**src/rtl/arith_result_buffer.sv**
```systemverilog
// Result FIFO that captures y from a fixed-latency arithmetic unit, with credit-based issue control.
// Optional build macro ARITH_RESULT_BUF_ACC_EN adds a 24-bit running sum of popped results on port acc.
module arith_result_buffer #(
    parameter int LATENCY = 4,
    parameter int DEPTH   = 8
) (
    input  logic                       clk,
    input  logic                       rst,
    input  logic                       in_valid,
    output logic                       in_ready,
    input  logic [17:0]                y,
    output logic                       out_valid,
    input  logic                       out_ready,
    output logic [17:0]                out_data,
    output logic [$clog2(DEPTH):0]     occupancy,
    output logic [$clog2(LATENCY):0]   inflight
`ifdef ARITH_RESULT_BUF_ACC_EN
    ,
    output logic [23:0]                acc
`endif
);

    localparam int PW = $clog2(DEPTH);
    localparam int OW = $clog2(DEPTH) + 1;
    localparam int IW = $clog2(LATENCY) + 1;

    logic [LATENCY-1:0] vld_q, vld_d;
    logic [PW-1:0]      wr_ptr_q, wr_ptr_d;
    logic [PW-1:0]      rd_ptr_q, rd_ptr_d;
    logic [OW-1:0]      occ_q, occ_d;
    logic [IW-1:0]      inflight_cnt;
    logic [17:0]        mem_q [DEPTH];
    logic               issue;
    logic               pop;
    logic               wr_en;

    assign wr_en     = vld_q[LATENCY-1];
    assign out_valid = (occ_q != '0);
    assign pop       = out_valid & out_ready;
    assign issue     = in_valid & in_ready;
    assign occupancy = occ_q;
    assign inflight  = inflight_cnt;
    // Results already stored plus those still in the pipe reserve every FIFO slot, so a write never overflows.
    assign in_ready  = (32'(occ_q) + 32'(inflight_cnt)) < 32'(DEPTH);
    assign out_data  = out_valid ? mem_q[rd_ptr_q] : 18'd0;

    always_comb begin
        inflight_cnt = '0;
        for (int i = 0; i < LATENCY; i++) begin
            inflight_cnt = inflight_cnt + IW'(vld_q[i]);
        end
    end

    always_comb begin
        vld_d    = '0;
        vld_d[0] = issue;
        for (int i = 1; i < LATENCY; i++) begin
            vld_d[i] = vld_q[i-1];
        end
        wr_ptr_d = wr_ptr_q + PW'(wr_en);
        rd_ptr_d = rd_ptr_q + PW'(pop);
        occ_d    = occ_q + OW'(wr_en) - OW'(pop);
    end

    always_ff @(posedge clk or negedge rst) begin
        if (!rst) begin
            vld_q    <= '0;
            wr_ptr_q <= '0;
            rd_ptr_q <= '0;
            occ_q    <= '0;
        end else begin
            vld_q    <= vld_d;
            wr_ptr_q <= wr_ptr_d;
            rd_ptr_q <= rd_ptr_d;
            occ_q    <= occ_d;
        end
    end

    // Storage is left uncleared on reset; out_data is masked while the FIFO is empty.
    always_ff @(posedge clk) begin
        if (wr_en) begin
            mem_q[wr_ptr_q] <= y;
        end
    end

`ifdef ARITH_RESULT_BUF_ACC_EN
    logic [23:0] acc_q, acc_d;

    always_comb begin
        acc_d = acc_q + (pop ? 24'(out_data) : 24'd0);
    end

    always_ff @(posedge clk or negedge rst) begin
        if (!rst) begin
            acc_q <= '0;
        end else begin
            acc_q <= acc_d;
        end
    end

    assign acc = acc_q;
`endif

endmodule

```
**config.mk**
```make
export PLATFORM = sky130hd
export DESIGN_NAME = arith_result_buffer
export DESIGN_NICKNAME = d
export VERILOG_FILES = /design/src/rtl/arith_result_buffer.sv
export SDC_FILE = /design/constraint.sdc
export NUM_CORES = 1
export LEC_CHECK = 0
export CORE_ASPECT_RATIO = 0.5
export CORE_MARGIN = 10
export CORE_UTILIZATION = 25
export DETAILED_ROUTE_END_ITERATION = 8
export GPL_TIMING_DRIVEN = 0
export MAX_ROUTING_LAYER = met4
export SETUP_SLACK_MARGIN = 0.2
export SLEW_MARGIN = 20
export SYNTH_ARGS = -nofsm -noshare
export SYNTH_HDL_FRONTEND = slang
export SYNTH_SLANG_ARGS = --single-unit
```
**constraint.sdc**
```tcl
create_clock -name clk -period 6.3 [get_ports clk]
set_input_delay 1.89 -clock clk [delete_from_list [all_inputs] [get_ports clk]]
set_output_delay 1.89 -clock clk [all_outputs]
set_load 0.005 [all_outputs]
```
# --- Word-level counts from Yosys, hierarchy flattened ---
# Memory sizes are Yosys's and may differ from the RTL's.
# Index checks and enable logic that the tools add are counted.
word_totals:
  ff_bits: 14
  latch_bits: 0
  mem_bits_rw: 144
  rom_bits: 0
  inputBits: 22
  out_inout_bits: 27
  wordCells: 20
  mem_count: 1
classes:
  n_addsub: 8
  multipliers: 0
  div: 0
  magnitude_cmp: 1
  eq_ne: 0
  shifts: 0
  n_mux: 3
  bitwise_logic: 2
  reduce_logical: 1
memory_table:
  columns: ["name", "words", "width", "read_ports", "rd_ports_with_merged_regs", "write_ports", "line", "source"]
  rows:
  - ["mem_q", 8, 18, 1, 0, 1, "32", "logic [17:0] mem_q [DEPTH];"]
ops:
  columns: ["cell", "n"]
  rows:
  - ["$mux W18", 1]
  - ["$add A3 B1 Y3", 3]
  - ["$add A4 B3 Y5", 1]
  - ["$lt A5 B4 Y1 const B", 1]
  - ["$add A4 B1 Y4", 1]
  - ["$reduce_bool A4 Y1", 1]
  - ["$sub A4 B1 Y4", 1]
  - ["$add A2 B1 Y3", 1]
  - ["$add A1 B1 Y2", 1]
  - ["$and A1 B1 Y1", 2]
  - ["$mux W1", 2]

# --- Depth between registers and ports, before layout ---
# Gate-level depths: netlist (run 1).
logic_depth:
  word_depth: 6
  depth_mapped: 10
  ltp_nobuf: 10

# --- Worst setup path after synthesis (run 1) ---
# Ideal clock, no wire load.
synth_timing:
  path_kind: "register to output"
  startpoint: "reg vld_q[0]"
  endpoint: "out in_ready"
  t_arrival_ns: 2.087
  required_time_ns: 4.410
  path_slack_ns: 2.323
  stages_incl_launch_ff: 7
  path_buffers: 0
  path_cell_list: "dfrtp_1 > fa_1 > ha_1 > ha_1 > ha_1 > a31o_2 > a211oi_1"
synth_between:
  elab_chain_cells: 5
synth_rtl:
  columns: ["item", "line", "source"]
  rows:
  - ["start, declared", "27", "logic [LATENCY-1:0] vld_q, vld_d;"]
  - ["start signal, assigned", "72", "vld_q <= vld_d;"]
  - ["$add A1 B1 Y2", "50", "inflight_cnt = inflight_cnt + IW'(vld_q[i]);"]
  - ["$add A2 B1 Y3", "50", null]
  - ["$add A3 B1 Y3", "50", null]
  - ["via inflight[1]", "16", "output logic [$clog2(LATENCY):0] inflight"]
  - ["$add A4 B3 Y5", "44", "assign in_ready = (32'(occ_q) + 32'(inflight_cnt)) < 32'(DEPTH);"]
  - ["$lt A5 B4 Y1", "44", null]
  - ["end, declared", "10", "output logic in_ready,"]
# The timed path passes the listed nets, and every way through them passes these cells.

# --- Worst setup path after layout (run 1) ---
layout_timing:
  startpoint: "reg vld_q[3]"
  endpoint: "out in_ready"
layout_between:
  elab_chain_cells: 3
layout_rtl:
  columns: ["item", "line"]
  rows:
  - ["$add A3 B1 Y3", "50"]
  - ["$add A4 B3 Y5", "44"]
  - ["$lt A5 B4 Y1", "44"]
# No other way between the ends.

==> results of run 1 <==
-- placed cells by master, fill, tap and decap left out, types with 2 or more instances in the layout --
master,instances
clkinvlp_4,2
ha_1,13
mux4_1,17
edfxtp_1,144
nand2b_1,3
buf_2,4
inv_1,7
xor2_1,4
nor2b_1,2
buf_6,3
nand2_1,2
clkinv_4,2
clkbuf_1,3
nor3_2,2
clkdlybuf4s50_1,48
dfrtp_1,14
clkinv_8,4
nor2_4,6
fa_1,2
inv_8,5
a22o_1,18
clkbuf_16,17
mux4_2,19
inv_6,2
buf_4,3
buf_12,2
-- power by group --
group          internal (mW)  switching (mW)  total [mW]  leakage (nW)
combinational          0.668           0.574        1.24         0.854
sequential              1.30          0.0656        1.36          1.47
clock                  0.534           0.471        1.00         0.285
-- how the worst min path moves through the flow --
stage	from	cells past startpoint	slack [ns]	end
floorplan	vld_q[2]	0	0.36	vld_q[3]
global placement	vld_q[2]	0	0.37	vld_q[3]
detailed placement	vld_q[2]	0	0.38	vld_q[3]
CTS	vld_q[2]	0	0.40	vld_q[3]
global route	vld_q[2]	0	0.42	vld_q[3]
finish	vld_q[2]	0	0.39	vld_q[3]
-- state kept, by name (all words and copies together) (netlist names) --
| register | cells |
|---|---|
| mem_q | 144 |
| occupancy | 4 |
| vld_q | 4 |
| rd_ptr_q | 3 |
| wr_ptr_q | 3 |
-- metal layers --
layer | part of all wire [%] | GRT usage (%)
met1 | 47 | 10.7
met2 | 47 | 12.4
met3 | 4.6 | 1.98
met4 | 1.2 | 2.99
met5 | 0 | -
-- critical path, delay by kind of cell (launching register included) --
kind	cells	cell delay [ns]
adders and majority gates	4	1.23
AOI/OAI and AO/OA	2	0.46
buffers and inverters	1	0.57
DFF	1	0.45
-- logic make-up (layout without fill, tap and decap cells) --
group                      after synthesis  after routing  synth area share (%)
AOI/OAI and AO/OA                       22             22                  3.01
xor gates and xnor gates                 4              4                 0.566
adders and majority gates               15             15                  3.27
buffers and inverters                   18            102                  1.94
DFF                                    158            158                  75.5
muxes                                   36             36                  14.1
other                                    0              1                     0
and+or+nand+nor                         18             18                  1.56
-- final cells by class --
class                   instances  area, um2
plain buffers                  11       93.8
diodes                          1       2.50
clock buffers                  17        425
well taps                     336        420
multi-input cells              95       1450
flip-flops and latches        158       4670
clock inverters                15        171
inverters                       7       26.3
fillers                      2291      16400
repair buffers                 52        514
==> reports/results.ini, run 1 <==
[sta]
fmax_mhz = 200
rsz0062_at_grt = false
slew_violations = 0
finClkSkew_ns = 0.00877
hold_viol = 0
max_slew_margin_pct = 52.7
setup_viol = 0
worstMarginPinSlew_ns = 0.707
setup_tns_ns = 0
holdWs_ns = 0.393
setup_slack_ns = 1.30
min_period_ns = 5.00
min_period_over_period_pct = 79.4

[detailed_routing]
ant_nets = 0
drt_wl_total_um = 12500
first_pass_iters = 4
drt_iter0_drc = 246
viasPerCell = 4.14
wl_per_cell_um = 18.1
drc_errors = 0
vias = 2865

[global_route]
grt_pass1_wl_um = 19400
antenna_found_initial = 1
track_usage_pct = 8.27
grt_pass1_vias = 3132
grt_max_degree = 19
grt-ovfl-total = 0

[die]
dieArea_um2 = 31800
ios = 49
die_w_um = 243
placeableCoreArea_um2 = 24200
std_cell_rows = 40
start_util_pct = 25.6
die-height_um = 131

[critical_path]
setup.worst_path.start = vld_q[3]
crit_path_end = in_ready
required_ns = 4.41
worstSetupPathType = reg2out
rrSetupSlack_ns = 3.95
max_stage_delay_ns = 0.57
crit_chain = fa_1, ha_1, ha_1, ha_1, a31o_2, a211oi_1, clkdlybuf4s50_1
rr_worst_depth = 7
r2r_end = vld_q[0]
endpoint_kind = primary output
cpMostUsedCell = ha_1
r2r-start = vld_q[3]
worstPathArrival_ns = 3.11
cp_max_fo = 5
cp_slowest_cell = clkdlybuf4s50_1
start_kind = flip-flop

[power]
p_per_area_nw_per_um2 = 464
total_power_mw = 3.61
power.leakage_nw = 2.61
vdd_drop_max_mv = 0.220

[yosys]
synth_common_cells = edfxtp_1, mux4_2, a22o_1
synth_area_um2 = 6190
synthArstFlopShare_pct = 8.86
synth.yosys.seq_area_share_pct = 75.5
synth.avg_cell_area_um2 = 22.8
synth.most_common_cell = edfxtp_1
synthesis.nets = 308
yosys.area.top_type_share_pct = 69.9
yosysWarnings = 0
synth_ff_type = edfxtp_1
synthCells = 271
synth_edf_count = 144
ys_top_cells_by_area = edfxtp_1, mux4_1, mux4_2
synth_area_leader_cell = edfxtp_1
synth_seq_cells = 158
ys_types = 25

[place]
pre_cts_ws_ns = 1.69
dp_hpwl_um = 7950
gp_congestion = 0.663
portBuffers = 48
place_inst = 659
placed_cell_area_um2 = 7180

[clocking]
htreeDepth = 4
hold_buffers = 0
clkTransAtPathRegs_ns = 0.07
cts_inserted_buffers = 17
clock_sinks = 158
clk-insertion-delay-late_ns = 0.41
clockBufferDepth = 2
cts_resized = 0
post-cts-setup-buffer-count = 0
cts-root-buf = clkbuf_16
cts_tree = built

[worst_hold_path]
hp-class = reg2reg

[cells_and_area]
final_area_um2 = 7780
drive_gt1_share_pct = 20.8
final_cells = 692
layout.nets = 379
fin_util_pct = 32.2
syn2layout_area_growth_pct = 25.7

[outcome]
status = finished, final reports clean

[flow_run]
cap_violations = 0

Note: power is estimated with default switching activity, not from simulation.
==> run 2: changes to the inputs <==
- clock period: 6.3 -> 4 ns (I/O delays scaled with it)
==> run 2 against run 1 <==
  * Largest power group unchanged
  * Final area grew 1.5%
  * Cell count grew 0.87%
  * Critical endpoint unchanged
  * Clock power grew 59%
  * Via count grew 1.1%
==> reports/results.ini, run 2 (synthesized netlist as in run 1, its figures left out) <==
[critical_path]
start_kind = flip-flop
worstPathArrival_ns = 2.52
required_ns = 2.80
cp_max_fo = 2
worstSetupPathType = reg2out
endpoint_kind = primary output

[cells_and_area]
layout_commonest_cell = edfxtp_1
final_area_um2 = 7890
top_register = mem_q
final_cells = 698
final_cell_mix = edfxtp_1, clkdlybuf4s50_1, mux4_2
largest_reg_flops = 144
n_fill_cell = 2280
fin_util_pct = 32.7
syn2layout_area_growth_pct = 27.5
layout.nets = 385
drive_gt1_share_pct = 24.7

[global_route]
track_usage_pct = 8.32
antenna_found_initial = 1
grt-ovfl-total = 0
grt_max_degree = 19
grt_pass1_vias = 3155
grt_pass1_wl_um = 19500

[detailed_routing]
first_pass_iters = 4
drt_iter0_drc = 214
vias = 2896
wl_per_cell_um = 18.1
viasPerCell = 4.15
drc_errors = 0
drt_wl_total_um = 12700
ant_nets = 0

[clocking]
clkTransAtPathRegs_ns = 0.07
hold_buffers = 0
clockBufferDepth = 2
clk-insertion-delay-late_ns = 0.41
cts_tree = built
cts-root-buf = clkbuf_16
clock_sinks = 158
htreeDepth = 4
cts_inserted_buffers = 17

[sta]
rsz0062_at_grt = true
setup_slack_ns = 0.276
hold_viol = 0
setup_viol = 0
worstMarginPinSlew_ns = 0.707
min_period_over_period_pct = 93.1
max_slew_margin_pct = 52.8
setup_tns_ns = 0
min_period_ns = 3.72
fmax_mhz = 269
slew_violations = 0
finClkSkew_ns = 0.00813

[place]
placed_cell_area_um2 = 7180
pre_cts_ws_ns = 0.0816
gp_congestion = 0.663
dp_hpwl_um = 7950
portBuffers = 48
place_inst = 659

[die]
std_cell_rows = 40
die-height_um = 131
start_util_pct = 25.6
placeableCoreArea_um2 = 24200
die_w_um = 243
ios = 49
dieArea_um2 = 31800

[worst_hold_path]
hp-class = reg2reg

[outcome]
status = finished, final reports clean

[power]
vdd_drop_max_mv = 0.336
power.leakage_nw = 2.68
p_per_area_nw_per_um2 = 738

[flow_run]
cap_violations = 0

-- run 2: cell count changes in the layout (fill, tap and decap cells not counted), sizes merged --
cell / delta
clkbuf: -1
clkdlybuf4s50: -3
dlymetal6s2s: +2
buf: +8
-- run 2: stage by stage --
step                hold WS (ns)  total power [mW]
floorplan                  0.360              3.26
global placement           0.371              4.14
detailed placement         0.384              4.21
CTS                        0.399              5.86
global route               0.419              6.14
finish                     0.396              5.82
-- run 2: final cells by class --
class	count	area (um2)	area share, %
flip-flops and latches	158	4680	59.2
clock inverters	15	171	2.17
clock buffers	17	425	5.39
repair buffers	58	559	7.09
diodes	1	2.50	0.0317
multi-input cells	95	1490	18.9
inverters	7	26.3	0.333
well taps	336	420	5.33
plain buffers	11	119	1.51
-- run 2: worst max-delay path: stages (launching register included) --
cell	delay [ns]
dfrtp_2	0.42
fa_1	0.55
ha_2	0.20
ha_4	0.21
ha_4	0.20
a31o_2	0.20
a211oi_2	0.18
buf_2	0.15
-- run 2: path summary, 6_finish.rpt --
path,from,endpoint,slack [ns],cells past startpoint
setup / recovery,vld_q[3],in_ready,0.28,7
hold / removal,vld_q[2],vld_q[3],0.40,0
setup reg to reg,occupancy[2],occupancy[2],1.71,10
hold reg to reg,vld_q[2],vld_q[3],0.40,0
max in group asynchronous,rst,vld_q[3],2.35,1
min in group asynchronous,rst,occupancy[2],1.19,1
-- run 2: report_power, final --
group / switching [mW] / internal (mW) / leakage [nW]
logic: 0.942 / 1.14 / 0.924
clock network: 0.744 / 0.841 / 0.285
registers: 0.109 / 2.05 / 1.47
-- run 2: per-layer routing --
layer | up-vias | track usage, % | wire length (um)
met5 | - | - | 0
met4 | 0 | 2.99 | 144
met3 | 13 | 2.14 | 587
met2 | 65 | 12.4 | 5920
met1 | 1513 | 10.7 | 6000
li1 | 1305 | - | -
-- run 2: repair_timing --
action	CTS	global route
resized for setup	15	8
pin swaps	1	4
setup buffers	4	2
endpoints found under the setup margin	12	11
==> run 3: changes to the inputs <==
- CTS_CLUSTER_DIAMETER: default -> 200
==> results of run 3 <==
Same layout as run 2: the final DEF is identical, and so are final timing and power.
